### src/rtl/epd_frame_scheduler.sv
// ---------------------------------------------------------------------------
// epd_frame_scheduler
//
// Sequences the EPD scan engine through a waveform update. A request
// (frame count + LUT ID) is taken from the host path; one scan_start pulse is
// issued per frame, and scan_done from the scan engine is awaited before the
// next frame. A fixed idle gap separates consecutive frames. One further
// request can be queued in a single-entry pending slot. An abort lets the
// current frame finish and then ends the update. A watchdog flags a scan
// engine that never answers.
//
// Handshake: a request transfers on any rising clk edge where
// req_valid & req_ready are both high. req_ready does not depend on
// req_valid. The requester holds req_frames/req_lut_id stable while
// req_valid is high.
//
// Ports:
//   clk, rst      clock, synchronous active-high reset
//   req_valid     request valid            (in)
//   req_ready     request can be accepted  (out)
//   req_frames    frames in the update, 0 = no-op (in)
//   req_lut_id    LUT select for the update (in)
//   abort         pulse: end after current frame, drop pending (in)
//   scan_start    pulse: scan engine begins one frame (out)
//   scan_done     pulse: scan engine finished the frame (in)
//   frame_index   0-based index of the frame being scanned (out)
//   lut_id        LUT ID of the active update (out)
//   active        update in progress (out)
//   upd_done      pulse: update complete (out)
//   upd_aborted   qualifies upd_done: update ended by abort (out)
//   timeout_err   sticky watchdog error, cleared only by rst (out)
//   state_dbg     current FSM state encoding (out)
// ---------------------------------------------------------------------------
module epd_frame_scheduler #(
    parameter int FCNT_W     = 6,
    parameter int GAP_CYCLES = 16,
    parameter int TIMEOUT    = 1 << 22
) (
    input  logic              clk,
    input  logic              rst,
    input  logic              req_valid,
    output logic              req_ready,
    input  logic [FCNT_W-1:0] req_frames,
    input  logic              req_lut_id,
    input  logic              abort,
    output logic              scan_start,
    input  logic              scan_done,
    output logic [FCNT_W-1:0] frame_index,
    output logic              lut_id,
    output logic              active,
    output logic              upd_done,
    output logic              upd_aborted,
    output logic              timeout_err,
    output logic [2:0]        state_dbg
);

    localparam int WD_W  = (TIMEOUT > 2) ? $clog2(TIMEOUT) : 1;
    localparam int GAP_W = (GAP_CYCLES > 1) ? $clog2(GAP_CYCLES) : 1;

    typedef enum logic [2:0] {
        S_IDLE   = 3'd0,
        S_START  = 3'd1,
        S_WAIT   = 3'd2,
        S_GAP    = 3'd3,
        S_FINISH = 3'd4
    } state_t;

    state_t            state, state_n;
    logic [FCNT_W-1:0] frames_q;
    logic [FCNT_W-1:0] index_q;
    logic              lut_q;
    logic              pend_valid;
    logic [FCNT_W-1:0] pend_frames;
    logic              pend_lut;
    logic              abort_l;
    logic [WD_W-1:0]   wdog;
    logic [GAP_W-1:0]  gap_cnt;

    logic accept;
    logic abort_now;
    logic last_frame;
    logic wdog_expired;
    logic pend_load;

    assign req_ready    = !pend_valid && !timeout_err;
    assign accept       = req_valid && req_ready;
    // An abort arriving in the same cycle as scan_done still ends the update.
    assign abort_now    = abort_l || abort;
    // frames_q is always >= 1 while a frame is scanned, so this never wraps.
    assign last_frame   = (index_q + 1'b1) == frames_q;
    assign wdog_expired = wdog == WD_W'(TIMEOUT - 1);
    // FINISH hands over to the queued update unless an abort drops it now.
    assign pend_load    = pend_valid && !abort;

    assign frame_index  = index_q;
    assign lut_id       = lut_q;
    assign active       = (state != S_IDLE);
    assign state_dbg    = state;

    always_comb begin
        state_n     = state;
        scan_start  = 1'b0;
        upd_done    = 1'b0;
        upd_aborted = 1'b0;
        case (state)
            S_IDLE: begin
                // A slot filled during FINISH is loaded here like a new request.
                if (pend_valid) begin
                    state_n = (pend_frames == '0) ? S_FINISH : S_START;
                end else if (accept) begin
                    state_n = (req_frames == '0) ? S_FINISH : S_START;
                end
            end
            S_START: begin
                scan_start = 1'b1;
                state_n    = S_WAIT;
            end
            S_WAIT: begin
                if (scan_done) begin
                    state_n = (last_frame || abort_now) ? S_FINISH : S_GAP;
                end else if (wdog_expired) begin
                    state_n = S_IDLE;
                end
            end
            S_GAP: begin
                if (abort_now) begin
                    state_n = S_FINISH;
                end else if (gap_cnt == GAP_W'(GAP_CYCLES - 1)) begin
                    state_n = S_START;
                end
            end
            S_FINISH: begin
                upd_done    = 1'b1;
                upd_aborted = abort_l;
                if (pend_load) begin
                    state_n = (pend_frames == '0) ? S_FINISH : S_GAP;
                end else begin
                    state_n = S_IDLE;
                end
            end
            default: state_n = S_IDLE;
        endcase
    end

    always_ff @(posedge clk) begin
        if (rst) begin
            state       <= S_IDLE;
            frames_q    <= '0;
            index_q     <= '0;
            lut_q       <= 1'b0;
            pend_valid  <= 1'b0;
            pend_frames <= '0;
            pend_lut    <= 1'b0;
            abort_l     <= 1'b0;
            wdog        <= '0;
            gap_cnt     <= '0;
            timeout_err <= 1'b0;
        end else begin
            state   <= state_n;
            wdog    <= (state == S_WAIT) ? wdog + 1'b1 : '0;
            gap_cnt <= (state == S_GAP) ? gap_cnt + 1'b1 : '0;

            // Outside IDLE a request is parked in the slot.
            if (accept && state != S_IDLE) begin
                pend_valid  <= 1'b1;
                pend_frames <= req_frames;
                pend_lut    <= req_lut_id;
            end
            // Abort wins over a request accepted in the same cycle.
            if (abort && state != S_IDLE) begin
                abort_l    <= 1'b1;
                pend_valid <= 1'b0;
            end

            case (state)
                S_IDLE: begin
                    if (pend_valid) begin
                        frames_q   <= pend_frames;
                        lut_q      <= pend_lut;
                        index_q    <= '0;
                        pend_valid <= 1'b0;
                    end else if (accept) begin
                        frames_q <= req_frames;
                        lut_q    <= req_lut_id;
                        index_q  <= '0;
                    end
                end
                S_WAIT: begin
                    if (scan_done) begin
                        if (!last_frame && !abort_now) begin
                            index_q <= index_q + 1'b1;
                        end
                    end else if (wdog_expired) begin
                        timeout_err <= 1'b1;
                        pend_valid  <= 1'b0;
                        abort_l     <= 1'b0;
                    end
                end
                S_FINISH: begin
                    abort_l <= 1'b0;
                    if (pend_load) begin
                        frames_q   <= pend_frames;
                        lut_q      <= pend_lut;
                        index_q    <= '0;
                        pend_valid <= 1'b0;
                    end
                end
                default: ;
            endcase
        end
    end

endmodule

### config.mk
export PLATFORM = sky130hd
export DESIGN_NAME = epd_frame_scheduler
export DESIGN_NICKNAME = d
export VERILOG_FILES = /design/src/rtl/epd_frame_scheduler.sv
export SDC_FILE = /design/constraint.sdc
export NUM_CORES = 1
export LEC_CHECK = 0
export BUFFER_PORTS_ARGS = -buffer_cell sky130_fd_sc_hd__buf_2
export CAP_MARGIN = 10
export CORE_MARGIN = 3
export CORE_UTILIZATION = 39
export CTS_CLUSTER_DIAMETER = 120
export CTS_CLUSTER_SIZE = 10
export DETAILED_ROUTE_END_ITERATION = 8
export PLACE_DENSITY = 0.66
export SYNTH_ARGS = -nofsm -noshare
export SYNTH_HDL_FRONTEND = slang
export SYNTH_SLANG_ARGS = --single-unit
### constraint.sdc
create_clock -name clk -period 2.44 [get_ports clk]
set_input_delay 0.366 -clock clk [delete_from_list [all_inputs] [get_ports clk]]
set_output_delay 0.366 -clock clk [all_outputs]
set_load 0.02 [all_outputs]
# Word level (Yosys, flattened, before mapping)

Index checks and enable logic that the tools add are counted.

Reduce and logical (&&, ||, !) cells: 25
Eq/ne operators: 13
$add $sub $neg: 3
Bitwise logic cells: 3
Multiplexer cells: 40

Operators by type and width:

| kind                    | number |
|---|---|
| $mux W6                 | 8 |
| $mux W3                 | 11 |
| $add A22 B1 Y22 const B | 1 |
| $eq A22 B22 Y1 const B  | 1 |
| $pmux W6 S3             | 1 |
| $mux W1                 | 15 |
| $pmux W3 S5             | 1 |
| $logic_not A6 Y1        | 2 |
| $pmux W6 S2             | 1 |
| $ne A3 B3 Y1 const B    | 3 |
| $reduce_and A3 Y1       | 3 |
| $add A6 B1 Y6 const B   | 1 |
| $eq A3 B2 Y1 const B    | 2 |
| $eq A6 B6 Y1            | 1 |
| $logic_and A1 B1 Y1     | 6 |
| $reduce_bool A3 Y1      | 2 |
| $logic_not A1 Y1        | 5 |
| $reduce_and A5 Y1       | 1 |
| $add A4 B1 Y4 const B   | 1 |
| $eq A4 B4 Y1 const B    | 1 |
| $ne A2 B2 Y1 const B    | 2 |
| $pmux W1 S2             | 2 |
| $reduce_or A2 Y1        | 2 |
| $eq A3 B1 Y1 const B    | 1 |
| other kinds (7)         | 10 |

Register bits after elaboration: 52
Bits of input ports: 12
Word-level logic and storage cells: 95

# Longest topological paths before layout

Depth after elaboration: 9
Depth in mapped cells: 8
Mapped depth without buffers: 7

# Least setup slack after synthesis

OpenSTA, ideal clock, no wires.

Kind: reg2reg
Start: register index_q[0], in the netlist frame_index[0]
End: register index_q[2], in the netlist frame_index[2]
Cell stages (with the launch flop): 7
Setup time: 0.123 ns
Data arrival time: 2.032 ns
Setup slack: 0.284 ns
Period minus slack after synthesis: 2.156 ns
Buffers on the path: 0
Data required time: 2.317 ns
Cell sequence: dfxtp_1 -> ha_1 -> nor2b_1 -> o21ai_0 -> a211oi_2 -> a2111oi_2 -> mux2_1

Longest elaborated chain between the ends: 6
Elaborated cells on any way between the ends: 9
Those cells by class: add/sub: 1; eq/ne: 2; mux: 3; reduce/logical: 3

RTL lines:

| item                               | RTL line | source |
|---|---|---|
| from (decl)                        | 70       | `logic [FCNT_W-1:0] index_q;` |
| from (signal assigned)             | 191      | `index_q <= index_q + 1'b1;` |
| $add A6 B1 Y6 *                    | 90, 191  |  |
| $eq A6 B6 Y1                       | 90       | `assign last_frame = (index_q + 1'b1) == frames_q;` |
| $logic_not A1 Y1                   | 190      | `if (!last_frame && !abort_now) begin` |
| $logic_and A1 B1 Y1                | 190      |  |
| $ne A2 B1 Y1 (no source line)      | n/a      |  |
| $reduce_and A5 Y1 (no source line) | n/a      |  |

Every way passes the cells marked *; elsewhere a longest branch is shown, timed or not. The select of a mux whose other input is x is not followed.
A chain may end at the register's enable or synchronous reset.

# Worst setup path after layout

Start: register index_q[1], in the netlist frame_index[1]
End: register index_q[3], in the netlist frame_index[3]

Same word-level chain as after synthesis.

==> flow_metrics.env <==
export IMPL_synth_ff_type="dfxtp_1"
export IMPL_p_sw_share_pct=38.7
export IMPL_p_int_mw=1.47
export IMPL_end_kind="register"
export IMPL_timing_fmax_mhz=466
export IMPL_async_flop_share_pct=0
export IMPL_postCtsHoldBufs=0
export IMPL_dp_cells=394
export IMPL_power_leakage_nw=1.14
export IMPL_nets=339
export IMPL_ios=28
export IMPL_synth_top_family_by_area="simple AND/OR/NAND/NOR gates"
export IMPL_fp_row_count=29
export IMPL_grt_pass1_wl_mm=9.18
export IMPL_drtPass1Iterations=4
export IMPL_grt_use_total_pct=14.9
export IMPL_grt_max_degree=33
export IMPL_drv_slew=0
export IMPL_htree_levels=2
export IMPL_clk_pin_slew_worst_paths_ns=0.10
export IMPL_reg2reg_to="frame_index[3]"
export IMPL_crit_fanout=6
export IMPL_status="finished clean"
export IMPL_min_from="req_lut_id"
export IMPL_grt_pass1_vias=1984
export IMPL_clock_root_buffer="clkbuf_8"
export IMPL_rsz0062_at_grt="false"
export IMPL_drt_iter0_drc=171
export IMPL_coreArea_um2=6420
export IMPL_ys_ff_latch=52
export IMPL_synth_common_cells="dfxtp_1 (52), nor2_1 (52), xor2_1 (19), mux2i_1 (14)"
export IMPL_yosys_mux_area_fraction_pct=6.24
export IMPL_yosys_top_cells_area="dfxtp_1 (40%), nor2_1 (7.5%), xor2_1 (6.4%), mux2i_1 (5.4%), xnor2_1 (3.7%)"
export IMPL_setup_tns_ns=0
export IMPL_hold_path_class="in -> reg"
export IMPL_worst_hold_path_endpoint="pend_lut"
export IMPL_p_comb_share_pct=35.5
export IMPL_cts_num_sinks=52
export IMPL_die_area_um2=7700
export IMPL_critPathLaunchType="register"
export IMPL_synth_top_area_share_pct=39.9
export IMPL_ff2ff_setup_slack_ns=0.29
export IMPL_crit_type="reg -> reg"
export IMPL_synth_edf_count=0
export IMPL_wl_per_cell_um=13.7
export IMPL_cts_resized=0
export IMPL_cp_required_ns=2.64
export IMPL_insertion_delay_ns=0.31
export IMPL_max_cap_violations=0
export IMPL_grt_antenna_before_repair=0
export IMPL_min_period_ns=2.15
export IMPL_yosysUniqueCellTypes=50
export IMPL_numCtsBuffers=5
export IMPL_gp_congestion=0.820
export IMPL_seq_area_frac_synth_pct=39.9
export IMPL_die_w_um=87.7
export IMPL_syn_avg_cell_area_um2=8.72
export IMPL_r2r_start="frame_index[1]"
export IMPL_drtAntennaViolNets=0
export IMPL_min_period_over_period_pct=88.0
export IMPL_fin_skew_ns=0.0132
export IMPL_synth_warnings=0
export IMPL_netlist_area_um2=2610
export IMPL_port_buffer_count=27
export IMPL_grt_ovfl_total=0
export IMPL_powerDensity_nw_per_um2=824
export IMPL_synth_top_area_cell="dfxtp_1"
export IMPL_post_cts_repair_setup_buffers=0
export IMPL_yosys_area_share_simple_pct=25.0
export IMPL_synth_fa_ha_area_share_pct=1.44
export IMPL_vias=2199
export IMPL_syn_inst=299
export IMPL_diodes=0
export IMPL_ir_drop_uv=368
export IMPL_synth_compound_area_share_pct=14.2
export IMPL_cts_max_path_buffers=2
export IMPL_hold_violations=0
export IMPL_syn_nets=314
export IMPL_pwr_share_clk_pct=20.2
export IMPL_cts_tree="yes"
export IMPL_whs_path_depth=3
export IMPL_seqPwrFrac_pct=44.3
export IMPL_place_detailed_hpwl_mm=4.06
export IMPL_setup_viol=0
export IMPL_relSlewSlack_pct=55.3
export IMPL_areaGrowthSynthToFinish_pct=11.4
export IMPL_initial_core_util_pct=40.6
export IMPL_synth_xor_area_share_pct=10.1
export IMPL_routed_wl_mm=5.50
export IMPL_tightest_slew_ns=0.654
export IMPL_viasPerCell=5.47
export IMPL_ff2ff_path_depth=6
export IMPL_p_switching_mw=0.927
export IMPL_layoutNonFillerInstCount=402
export IMPL_timing_critical_path_arrival_ns=2.35
export IMPL_die_height_um=87.7
export IMPL_route_detailed_drc=0
export IMPL_drive_gt1_share_pct=15.1
==> worst max-delay path, stage by stage (launching register included) <==
cell,delay [ns]
dfxtp_1,0.40
ha_1,0.27
nor2b_1,0.09
o21ai_0,0.32
a211oi_2,0.21
a2111oi_2,0.40
mux2_1,0.35
==> area by class of cell <==
type                    instances  area, um2
fillers                       659       3520
inverters                       9       33.8
clock buffers                   7       76.3
clock inverters                 1       8.76
well taps                      77       96.3
repair buffers                 31        165
flip-flops and latches         52       1040
multi-input cells             225       1480
==> stage by stage <==
stage,util (%),cell area [um2],total power [mW],hold slack [ns],setup slack (ns)
after CTS,45.2,2900,2.41,0.296,0.279
after floorplan,-,2610,1.71,0.418,0.284
final,45.2,2900,2.39,0.307,0.292
after global routing,45.2,2900,2.55,0.303,0.0807
after detailed placement,43.9,2820,1.93,0.441,0.302
after global placement,43.9,2820,1.92,0.429,0.376
==> kinds of logic (layout without fill, tap and decap cells) <==
family,count (synthesis),in the layout
xor gates and xnor gates,30,30
AOI/OAI and AO/OA,46,46
DFF,52,52
and+or+nand+nor,130,130
buffers and inverters,22,48
adders and majority gates,3,3
muxes,16,16
==> how the worst max path moves through the flow <==
stage / start / to / depth (start not counted)
2_1_floorplan: frame_index[0] / frame_index[2] / 6
3_3_place_gp: frame_index[1] / frame_index[3] / 6
3_5_place_dp: frame_index[1] / frame_index[3] / 6
4_1_cts: frame_index[1] / frame_index[3] / 6
5_1_grt: frame_index[1] / frame_index[3] / 6
6_report: frame_index[1] / frame_index[3] / 6
==> layout by cell type, fill, tap and decap left out, types with 9 or more instances in the layout <==
cell / count
dfxtp_1: 52
xnor2_1: 11
nor2_1: 52
nand3_1: 13
xor2_1: 19
mux2i_1: 14
buf_2: 27
nand4_1: 9
nand2_1: 12
==> power groups by stage <==
stage | clock network [mW] | logic (mW) | registers, mW
final | 0.483 | 0.849 | 1.06
after detailed placement | 0 | 0.851 | 1.08
after CTS | 0.498 | 0.854 | 1.06
after global routing | 0.529 | 0.939 | 1.08
after floorplan | 0 | 0.643 | 1.07
after global placement | 0 | 0.845 | 1.08
==> metal layers <==
metal	up-vias	track usage [%]	share of wire [%]
met4	0	4.74	1.4
met1	1022	19.5	47
met3	6	4.05	5.1
met5	-	0	0
met2	46	23.8	47
li1	1125	-	-
==> flip-flops by register name, summed over array words and instances (netlist names) <==
| name | flops |
|---|---|
| timeout_err | 1 |
| pend_lut | 1 |
| state_dbg | 3 |
| frames_q | 6 |
| lut_id | 1 |
| abort_l | 1 |
| gap_cnt | 4 |
| wdog | 22 |
| pend_valid | 1 |
| frame_index | 6 |
| pend_frames | 6 |
Note: power is estimated with default switching activity, not from simulation.
